<file path="src/rtl/scoreboard_display_pkg.sv">
// Shared types and constants for the scoreboard display scheduler.
package scoreboard_display_pkg;

    // Scheduler states: idle until first enable, round-robin scan, timer overlay.
    typedef enum logic [1:0] {
        IDLE = 2'd0,
        SCAN = 2'd1,
        OVL  = 2'd2
    } state_t;

    // Encoding of the phase output.
    localparam logic PH_SCAN = 1'b0;
    localparam logic PH_OVL  = 1'b1;

endpackage

</file>
<file path="src/rtl/scoreboard_display_scheduler_slot_timer.sv">
// Slot prescaler: counts enabled cycles and flags the last cycle of each slot.
module slot_timer #(
    parameter int SLOT_CYC = 4
) (
    input  logic clock,
    input  logic reset,
    input  logic enable,
    output logic boundary
);

    localparam int CNT_W = (SLOT_CYC > 1) ? $clog2(SLOT_CYC) : 1;

    logic [CNT_W-1:0] slot_cnt;

    // Combinational so the scheduler can act on the boundary in the same cycle.
    assign boundary = enable && (slot_cnt == CNT_W'(SLOT_CYC - 1));

    // Advance the in-slot counter on enabled cycles, wrapping at the boundary.
    always_ff @(posedge clock or posedge reset) begin
        // NOTE: state registers use non-blocking assignments so every flop
        // samples pre-edge values regardless of statement order.
        if (reset) begin
            slot_cnt <= '0;
        end else if (enable) begin
            if (boundary) slot_cnt <= '0;
            else          slot_cnt <= slot_cnt + CNT_W'(1);
        end
    end

endmodule

</file>
<file path="src/rtl/scoreboard_display_scheduler.sv">
// Time-multiplexes score channels and a timer overlay onto one display bus.
// Each slot's value is snapshotted at the slot boundary so it never tears.
module scoreboard_display_scheduler
    import scoreboard_display_pkg::*;
#(
    parameter int N_CH       = 3,
    parameter int W          = 7,
    parameter int OVL_W      = 5,
    parameter int SLOT_CYC   = 4,
    parameter int SCAN_SLOTS = 4,
    parameter int OVL_SLOTS  = 2
) (
    input  logic              clock,
    input  logic              reset,
    input  logic              enable,
    input  logic [N_CH*W-1:0] ch_data,
    input  logic              force_ovl,
    output logic [W-1:0]      saida,
    output logic [N_CH-1:0]   sel,
    output logic              phase,
    output logic              slot_start
);

    localparam int IDX_W  = (N_CH > 2) ? $clog2(N_CH - 1) : 1;
    localparam int PS_MAX = (SCAN_SLOTS > OVL_SLOTS) ? SCAN_SLOTS : OVL_SLOTS;
    localparam int PS_W   = (PS_MAX > 1) ? $clog2(PS_MAX) : 1;

    state_t            state, state_nxt;
    logic [IDX_W-1:0]  idx, idx_nxt;
    logic [PS_W-1:0]   phase_slots, phase_slots_nxt;
    logic [W-1:0]      saida_nxt;
    logic [N_CH-1:0]   sel_nxt;
    logic              phase_nxt;
    logic              slot_start_nxt;
    logic              load;
    logic              boundary;
    logic [W-1:0]      ovl_word;

    // The slot counter only runs once the scheduler has left IDLE.
    slot_timer #(.SLOT_CYC(SLOT_CYC)) u_slot_timer (
        .clock    (clock),
        .reset    (reset),
        .enable   (enable && (state != IDLE)),
        .boundary (boundary)
    );

    // Next-state, counter and snapshot decode.
    always_comb begin
        // NOTE: every variable gets a default first so no path infers a latch.
        state_nxt       = state;
        idx_nxt         = idx;
        phase_slots_nxt = phase_slots;
        saida_nxt       = saida;
        sel_nxt         = sel;
        phase_nxt       = phase;
        slot_start_nxt  = 1'b0;
        load            = 1'b0;

        ovl_word                = '0;
        ovl_word[OVL_W-1:0]     = ch_data[(N_CH-1)*W +: OVL_W];

        case (state)
            IDLE: begin
                if (enable) begin
                    state_nxt       = SCAN;
                    idx_nxt         = '0;
                    phase_slots_nxt = '0;
                    load            = 1'b1;
                end
            end
            SCAN: begin
                if (boundary) begin
                    load = 1'b1;
                    if (phase_slots == PS_W'(SCAN_SLOTS - 1) || force_ovl) begin
                        state_nxt       = OVL;
                        phase_slots_nxt = '0;
                    end else begin
                        idx_nxt         = (idx == IDX_W'(N_CH - 2)) ? '0 : idx + IDX_W'(1);
                        phase_slots_nxt = phase_slots + PS_W'(1);
                    end
                end
            end
            OVL: begin
                if (boundary) begin
                    load = 1'b1;
                    if (phase_slots == PS_W'(OVL_SLOTS - 1)) begin
                        // A held force keeps the overlay; the count saturates here.
                        if (!force_ovl) begin
                            state_nxt       = SCAN;
                            idx_nxt         = '0;
                            phase_slots_nxt = '0;
                        end
                    end else begin
                        phase_slots_nxt = phase_slots + PS_W'(1);
                    end
                end
            end
            default: state_nxt = IDLE;
        endcase

        // Snapshot the upcoming slot's channel and decode its select.
        if (load) begin
            slot_start_nxt = 1'b1;
            sel_nxt        = '0;
            if (state_nxt == OVL) begin
                saida_nxt          = ovl_word;
                sel_nxt[N_CH-1]    = 1'b1;
                phase_nxt          = PH_OVL;
            end else begin
                saida_nxt          = ch_data[int'(idx_nxt)*W +: W];
                sel_nxt[idx_nxt]   = 1'b1;
                phase_nxt          = PH_SCAN;
            end
        end
    end

    // State, counters and registered display outputs.
    always_ff @(posedge clock or posedge reset) begin
        if (reset) begin
            state       <= IDLE;
            idx         <= '0;
            phase_slots <= '0;
            saida       <= '0;
            sel         <= '0;
            phase       <= PH_SCAN;
            slot_start  <= 1'b0;
        end else begin
            state       <= state_nxt;
            idx         <= idx_nxt;
            phase_slots <= phase_slots_nxt;
            saida       <= saida_nxt;
            sel         <= sel_nxt;
            phase       <= phase_nxt;
            slot_start  <= slot_start_nxt;
        end
    end

endmodule
</file>
<file path="config.mk">
export PLATFORM = sky130hd
export DESIGN_NAME = scoreboard_display_scheduler
export DESIGN_NICKNAME = d
export VERILOG_FILES = /design/src/rtl/scoreboard_display_pkg.sv /design/src/rtl/scoreboard_display_scheduler_slot_timer.sv /design/src/rtl/scoreboard_display_scheduler.sv
export SDC_FILE = /design/constraint.sdc
export NUM_CORES = 1
export LEC_CHECK = 0
export ABC_AREA = 1
export CAP_MARGIN = 20
export CORE_MARGIN = 1
export CORE_UTILIZATION = 66
export DETAILED_ROUTE_END_ITERATION = 10
export DONT_BUFFER_PORTS = 1
export PLACE_DENSITY = 0.92
export RECOVER_POWER = 25
export SYNTH_ARGS = -nofsm -noshare
export SYNTH_HDL_FRONTEND = slang
export SYNTH_HIERARCHICAL = 1
export SYNTH_SLANG_ARGS = --single-unit
</file>
<file path="constraint.sdc">
create_clock -name clock -period 3.6 [get_ports clock]
set_input_delay 0.54 -clock clock [delete_from_list [all_inputs] [get_ports clock]]
set_output_delay 0.54 -clock clock [all_outputs]
set_load 0.01 [all_outputs]
</file>
# After elaboration in Yosys (flattened, before gate mapping)
# Index checks and enable logic that the tools add are counted.
op_classes:
  n_addsub: 3
  mul: 1
  order_cmp: 2
  eq_ne: 10
  n_shift: 1
  n_mux: 32
  n_reduce_logical: 9
op_table:
  columns: ["operator", "count"]
  rows:
  - ["$mux 2", 14]
  - ["$shiftx 21x5->7", 1]
  - ["$mux 1", 12]
  - ["$pmux 2 s3", 2]
  - ["$eq 2x2->1 const B", 4]
  - ["$mux 7", 1]
  - ["$ne 2x2->1 const B", 3]
  - ["$reduce_and 5->1", 1]
  - ["$add 2x1->2 const B", 2]
  - ["$eq 2x1->1 const B", 2]
  - ["$mul 1x3->4 const B", 1]
  - ["$logic_and 1x1->1", 3]
  - ["$lt 1x3->1 const B", 1]
  - ["$ne 3x3->1 const B", 1]
  - ["$pmux 1 s3", 1]
  - ["$reduce_bool 3->1", 1]
  - ["$logic_not 2->1", 1]
  - ["$pmux 1 s2", 1]
  - ["$reduce_bool 2->1", 1]
  - ["$reduce_or 2->1", 1]
  - ["$add 1x1->1 const B", 1]
  - ["$demux 1 s1", 1]
  - ["$ge 1x1->1 const B", 1]
  - ["$logic_or 1x1->1", 1]
word_totals:
  ff_bits: 19
  out_inout_bits: 12
  wordCells: 66

# Depth between registers and ports, before layout
logic_depth:
  ltp_word: 10
  ltp_mapped: 16
  depth_no_buf: 15

# Cells and area by module
# The synthesis kept the hierarchy.
modules_own_cells:
  columns: ["mod", "instances", "cells_each", "area_per_inst_um2"]
  rows:
  - ["scoreboard_display_scheduler", 1, 142, 1118.6]
  - ["slot_timer", 1, 15, 108.9]

# Worst setup path after synthesis
# No wires, ideal clock.
synth_timing:
  kind: "register to register"
  from: "register state[0]"
  to: "register saida[0]"
  setup_time_ps: 113
  t_arrival_ps: 1817
  path_slack_ps: 1670
  path_stages_with_launch: 14
  path_cell_list: "dfrtp_1 -> inv_1 -> ha_1 -> nor2_1 -> nand2_1 -> inv_1 -> nand2_1 -> a21oi_4 -> inv_4 -> buf_6 -> a21oi_1 -> nand3_1 -> nand2_1 -> inv_1"
synth_lines:
  columns: ["element", "line_no", "rtl"]
  rows:
  - ["start: declaration", "scoreboard_display_scheduler.sv:28", "state_t state, state_nxt;"]
  - ["start signal: assignment", "scoreboard_display_scheduler.sv:128", "state <= state_nxt;"]
  - ["$reduce_bool 2->1", "scoreboard_display_scheduler.sv:43", ".enable (enable && (state != IDLE)),"]
  - ["$logic_and 1x1->1", "scoreboard_display_scheduler.sv:43", null]
  - ["$logic_and 1x1->1", "scoreboard_display_scheduler_slot_timer.sv:16", "assign boundary = enable && (slot_cnt == CNT_W'(SLOT_CYC - 1));"]
  - ["via boundary", "scoreboard_display_scheduler.sv:36", "logic boundary;"]
  - ["$mux 1", "scoreboard_display_scheduler.sv:72, scoreboard_display_scheduler.sv:84", null]
  - ["$pmux 1 s2", "scoreboard_display_scheduler.sv:62", "case (state)"]
  - ["via load", "scoreboard_display_scheduler.sv:35", "logic load;"]
  - ["end signal: assignment", "scoreboard_display_scheduler.sv:131", "saida <= saida_nxt;"]
  - ["end: declaration", "scoreboard_display_scheduler.sv:18", "output logic [W-1:0] saida,"]
# The timed path passes the listed nets, and every way through them passes these cells.
# A chain may end at the register's enable or synchronous reset.

# Final worst setup path
layout_timing:
  from: "register state[0]"
  to: "register saida[3]"
# The elaborated chain is that of the path after synthesis.

==> impl.org <==
** Critical path
- The worst setup path is captured at a register.
- Arrival time of data at the critical path endpoint :: 2.42 ns
- Data on the critical path is required at its endpoint by around 3.8 ns.
- In this run the critical register-to-register path is launched from state[0].
- The most critical setup path has its startpoint at state[0].
- Worst flop-to-flop path endpoint :: saida[3]
- The kind of cell with the highest combined delay along the critical path is simple AND/OR/NAND/NOR gates.
- Together, buffers and inverters on the worst path number 4.
- Category of the critical setup timing path :: register to register
- The worst setup path is launched from a register.
- CP max stage delay :: slightly above 0.4 ns
- In this run the worst path has a maximum fanout of 13.
- Measured in cells, the most critical reg-to-reg path has a length of 12.
- The slowest stage of the critical path is the sky130_fd_sc_hd__dfrtp_1 cell.
- The critical path goes through inv_1, ha_1, nor2_1, nand2_1, inv_1, nand2_1, a21oi_4, inv_4, a21oi_1, nand3_1, nand2_1, inv_1.
- Register-to-Register Setup Slack :: ~1.4 ns

** Place
- After detailed placement, the total cell area comes to around 1200 µm².
- Placement-stage worst setup slack :: 1.427 ns
- Detailed Place HPWL :: approximately 1900 µm
- Global placement routability congestion :: 0.8689
- Count of input and output buffers :: 0

** Timing
- Maximum clock frequency :: ~450 MHz
- Setup slack on the critical path of the routed design comes to between 1 and 1.5 ns.
- Final Hold Viols :: 0
- RSZ-0062 raised after global routing :: no
- Largest clock skew in the final design :: 0.01077 ns
- Setup-violating endpoint count in the final report :: 0
- Of the available clock period, the critical path in the final layout requires a little over 60%.
- At the pin with the least slew margin, the transition time is between 0.6 and 0.7 ns.
- In this run the tightest slew margin relative to its limit is between 50% and 60%.
- After routing, the total negative slack on setup checks comes to 0 ns.
- The clock period could shrink to approximately 2.2 ns.
- Count of final max-slew check failures :: 0

** Power and ir drop
- Maximum vdd drop :: ~0.52 mV
- Power Density :: between 600 and 700 nW/µm²
- The analysis attributes to cell leakage a power of between 0.6 and 0.7 nW.
- Total Power Consumption :: 0.8822 mW

** Floorplanning
- Core area :: between 1500 and 2000 µm²
- Floorplan die width :: roughly 45 µm
- In this run the core area contains 15 standard-cell rows.
- During I/O placement, the number of pins put on the boundary was 37.
- Starting utilization of the core area :: between 70% and 80%
- Die H :: about 45 µm
- The die covers 2036 µm².

** Routing
- Antenna Nets Post-Route :: 0
- Via count :: 1,030
- In the final routed layout, each cell accounts on average for 13.27 µm.
- The first detailed-routing pass ran for 4 iterations.
- Final Routed Wirelength :: ~2400 µm
- In this run, the number of DRC markers left after iteration 0 of detailed routing was 27.
- Post-DR vias/cell :: about 5.6
- In the routed design, unresolved DRC markers number 0.

** Final layout
- For this run, the share of the core covered by cells in the final layout is 73.84%.
- After routing the design area is 1275 µm².
- From synthesis to final layout, the design area changed by 3.873%.
- 0 antenna diodes ended up in the layout.
- Final net count :: 193
- Share of cells above drive strength 1 :: between 10% and 20%

** Min path
- Hold/Removal Path Class :: primary input to asynchronous set/reset pin

** Synthesis
- Number of enable-type register cells in the synthesized netlist :: 0
- Syn. warnings :: 6
- Netlist area before placement :: 1227 µm²
- Top_reg_cell synth :: sky130_fd_sc_hd__dfrtp_1
- The number of nets handed over by synthesis was 190.
- For this run, asynchronously set or reset flops after synthesis account for between 90% and 100%.
- Library cells used by synthesis :: 27
- In this run, synthesis produced a sequential element count of 18.
- Dividing the synthesized area by the synthesized cell count gives roughly 7.8 µm².
- Cell count after synthesis :: approximately 160
- Sequential elements use 36.70% of the synthesized area.

** Clock tree
- CTS sink count :: 18
- H-Tree Level Count :: 1
- Root buffer cell :: sky130_fd_sc_hd__clkbuf_4
- TritonCTS buffer count :: 3
- Buffers inserted to repair hold after CTS numbered 1.
- Clock latency on the worst-skew pair, taken at its later pin, is slightly above 0.3 ns.
- Clock tree from TritonCTS :: built
- Cells resized by post-CTS repair :: 0
- Clk slew on worst S/H paths :: approximately 0.11 ns
- In this run the post-CTS setup repair buffer count came out at 0.
- Bufs on Longest Clock Path :: 2

** Global routing
- Wire length of the first global-routing pass :: a little under 4000 µm
- Entering global routing, the biggest net connects 17 pins.
- Congestion Overflow GR :: 0
- The number of antenna violations at the first check in global routing came to 0.
- Global routing used between 20% and 30% of the available tracks across all layers.
- The via count of the first global-routing pass came to 935.

** Job
- Max-cap violations in this run came to 0.

** Outcome
- The run finished with clean final reports.
layer usage:
layer / GRT usage [%] / share of wire, %
met2: 44.93 / 49
met5: 0 / 0
met3: 5.600 / 5.9
met1: 33.68 / 43
met4: 10.91 / 2.0
worst max-delay path by stage:
stage                           to  slack (ns)  cells past startpoint
after global placement    saida[1]        1.53                     12
after floorplan           saida[0]        1.67                     13
after detailed placement  saida[3]        1.43                     12
after CTS                 saida[6]        1.40                     15
final                     saida[3]        1.39                     12
after global routing      saida[4]        1.16                     13
where the power goes:
part           internal [mW]  switching (mW)  total, mW
logic                  0.144           0.245      0.390
clock network         0.0619          0.0669      0.129
registers              0.281          0.0830      0.364
total                  0.487           0.395      0.882
cells by family after synthesis:
logic type | count (synthesis) | synth area share (%)
flops | 18 | 36.70
compound gates | 18 | 10.70
simple gates | 83 | 33.54
fa+ha+maj | 8 | 8.155
buf+inv | 30 | 10.91
state kept, by name, summed over array words and instances (netlist names):
| name | flops |
|---|---|
| slot_start | 1 |
| phase_slots | 2 |
| idx | 1 |
| sel | 3 |
| saida | 7 |
| u_slot_timer/slot_cnt | 2 |
| state | 2 |
layout make-up:
type | instances | area [µm²]
Inverter | 27 | 103.9
Timing Repair Buffer | 1 | 10.01
Multi-Input combinational cell | 109 | 643.1
Clock buffer | 4 | 36.28
Tap cell | 25 | 31.28
Sequential cell | 18 | 450.4
Fill cell | 117 | 451.7
through the flow:
stage                     instances  hold WS [ns]
after detailed placement        179        0.2911
after global routing            184        0.2399
after CTS                       184        0.1942
after global placement          179        0.2830
after floorplan                 157        0.2812
final                           184        0.1717
Yosys cell counts (all sizes together) (3+ instances only):
library cell	number	area share, %
a21oi	10	5.0
o31ai	3	2.2
or2	5	2.5
ha	8	8.2
inv	26	8.2
nand3	26	11
nor2	8	4.8
buf	3	2.4
dfrtp	18	37
nand2	43	14
o21ai	3	2.1
cell usage in the layout (no fill, tap or decap), types with 2 or more instances in the layout:
master	count
sky130_fd_sc_hd__nand2_1	39
sky130_fd_sc_hd__nand3_1	24
sky130_fd_sc_hd__inv_1	22
sky130_fd_sc_hd__dfrtp_1	18
sky130_fd_sc_hd__a21oi_1	9
sky130_fd_sc_hd__ha_1	8
sky130_fd_sc_hd__or2_2	5
sky130_fd_sc_hd__nor2_1	4
sky130_fd_sc_hd__inv_2	3
sky130_fd_sc_hd__nand2_2	3
sky130_fd_sc_hd__clkbuf_4	3
sky130_fd_sc_hd__o31ai_1	2
sky130_fd_sc_hd__o21ai_0	2
sky130_fd_sc_hd__nand3_2	2
sky130_fd_sc_hd__nor2_2	2
worst reg2reg max path, stage by stage, from the launching register on:
cell and delay [ns]:
sky130_fd_sc_hd__dfrtp_1 0.41, sky130_fd_sc_hd__inv_1 0.09, sky130_fd_sc_hd__ha_1 0.26, sky130_fd_sc_hd__nor2_1 0.22, sky130_fd_sc_hd__nand2_1 0.07, sky130_fd_sc_hd__inv_1 0.17, sky130_fd_sc_hd__nand2_1 0.12, sky130_fd_sc_hd__a21oi_4 0.32
sky130_fd_sc_hd__inv_4 0.13, sky130_fd_sc_hd__a21oi_1 0.14, sky130_fd_sc_hd__nand3_1 0.09, sky130_fd_sc_hd__nand2_1 0.06, sky130_fd_sc_hd__inv_1 0.03
Note: power is estimated with default switching activity, not from simulation.
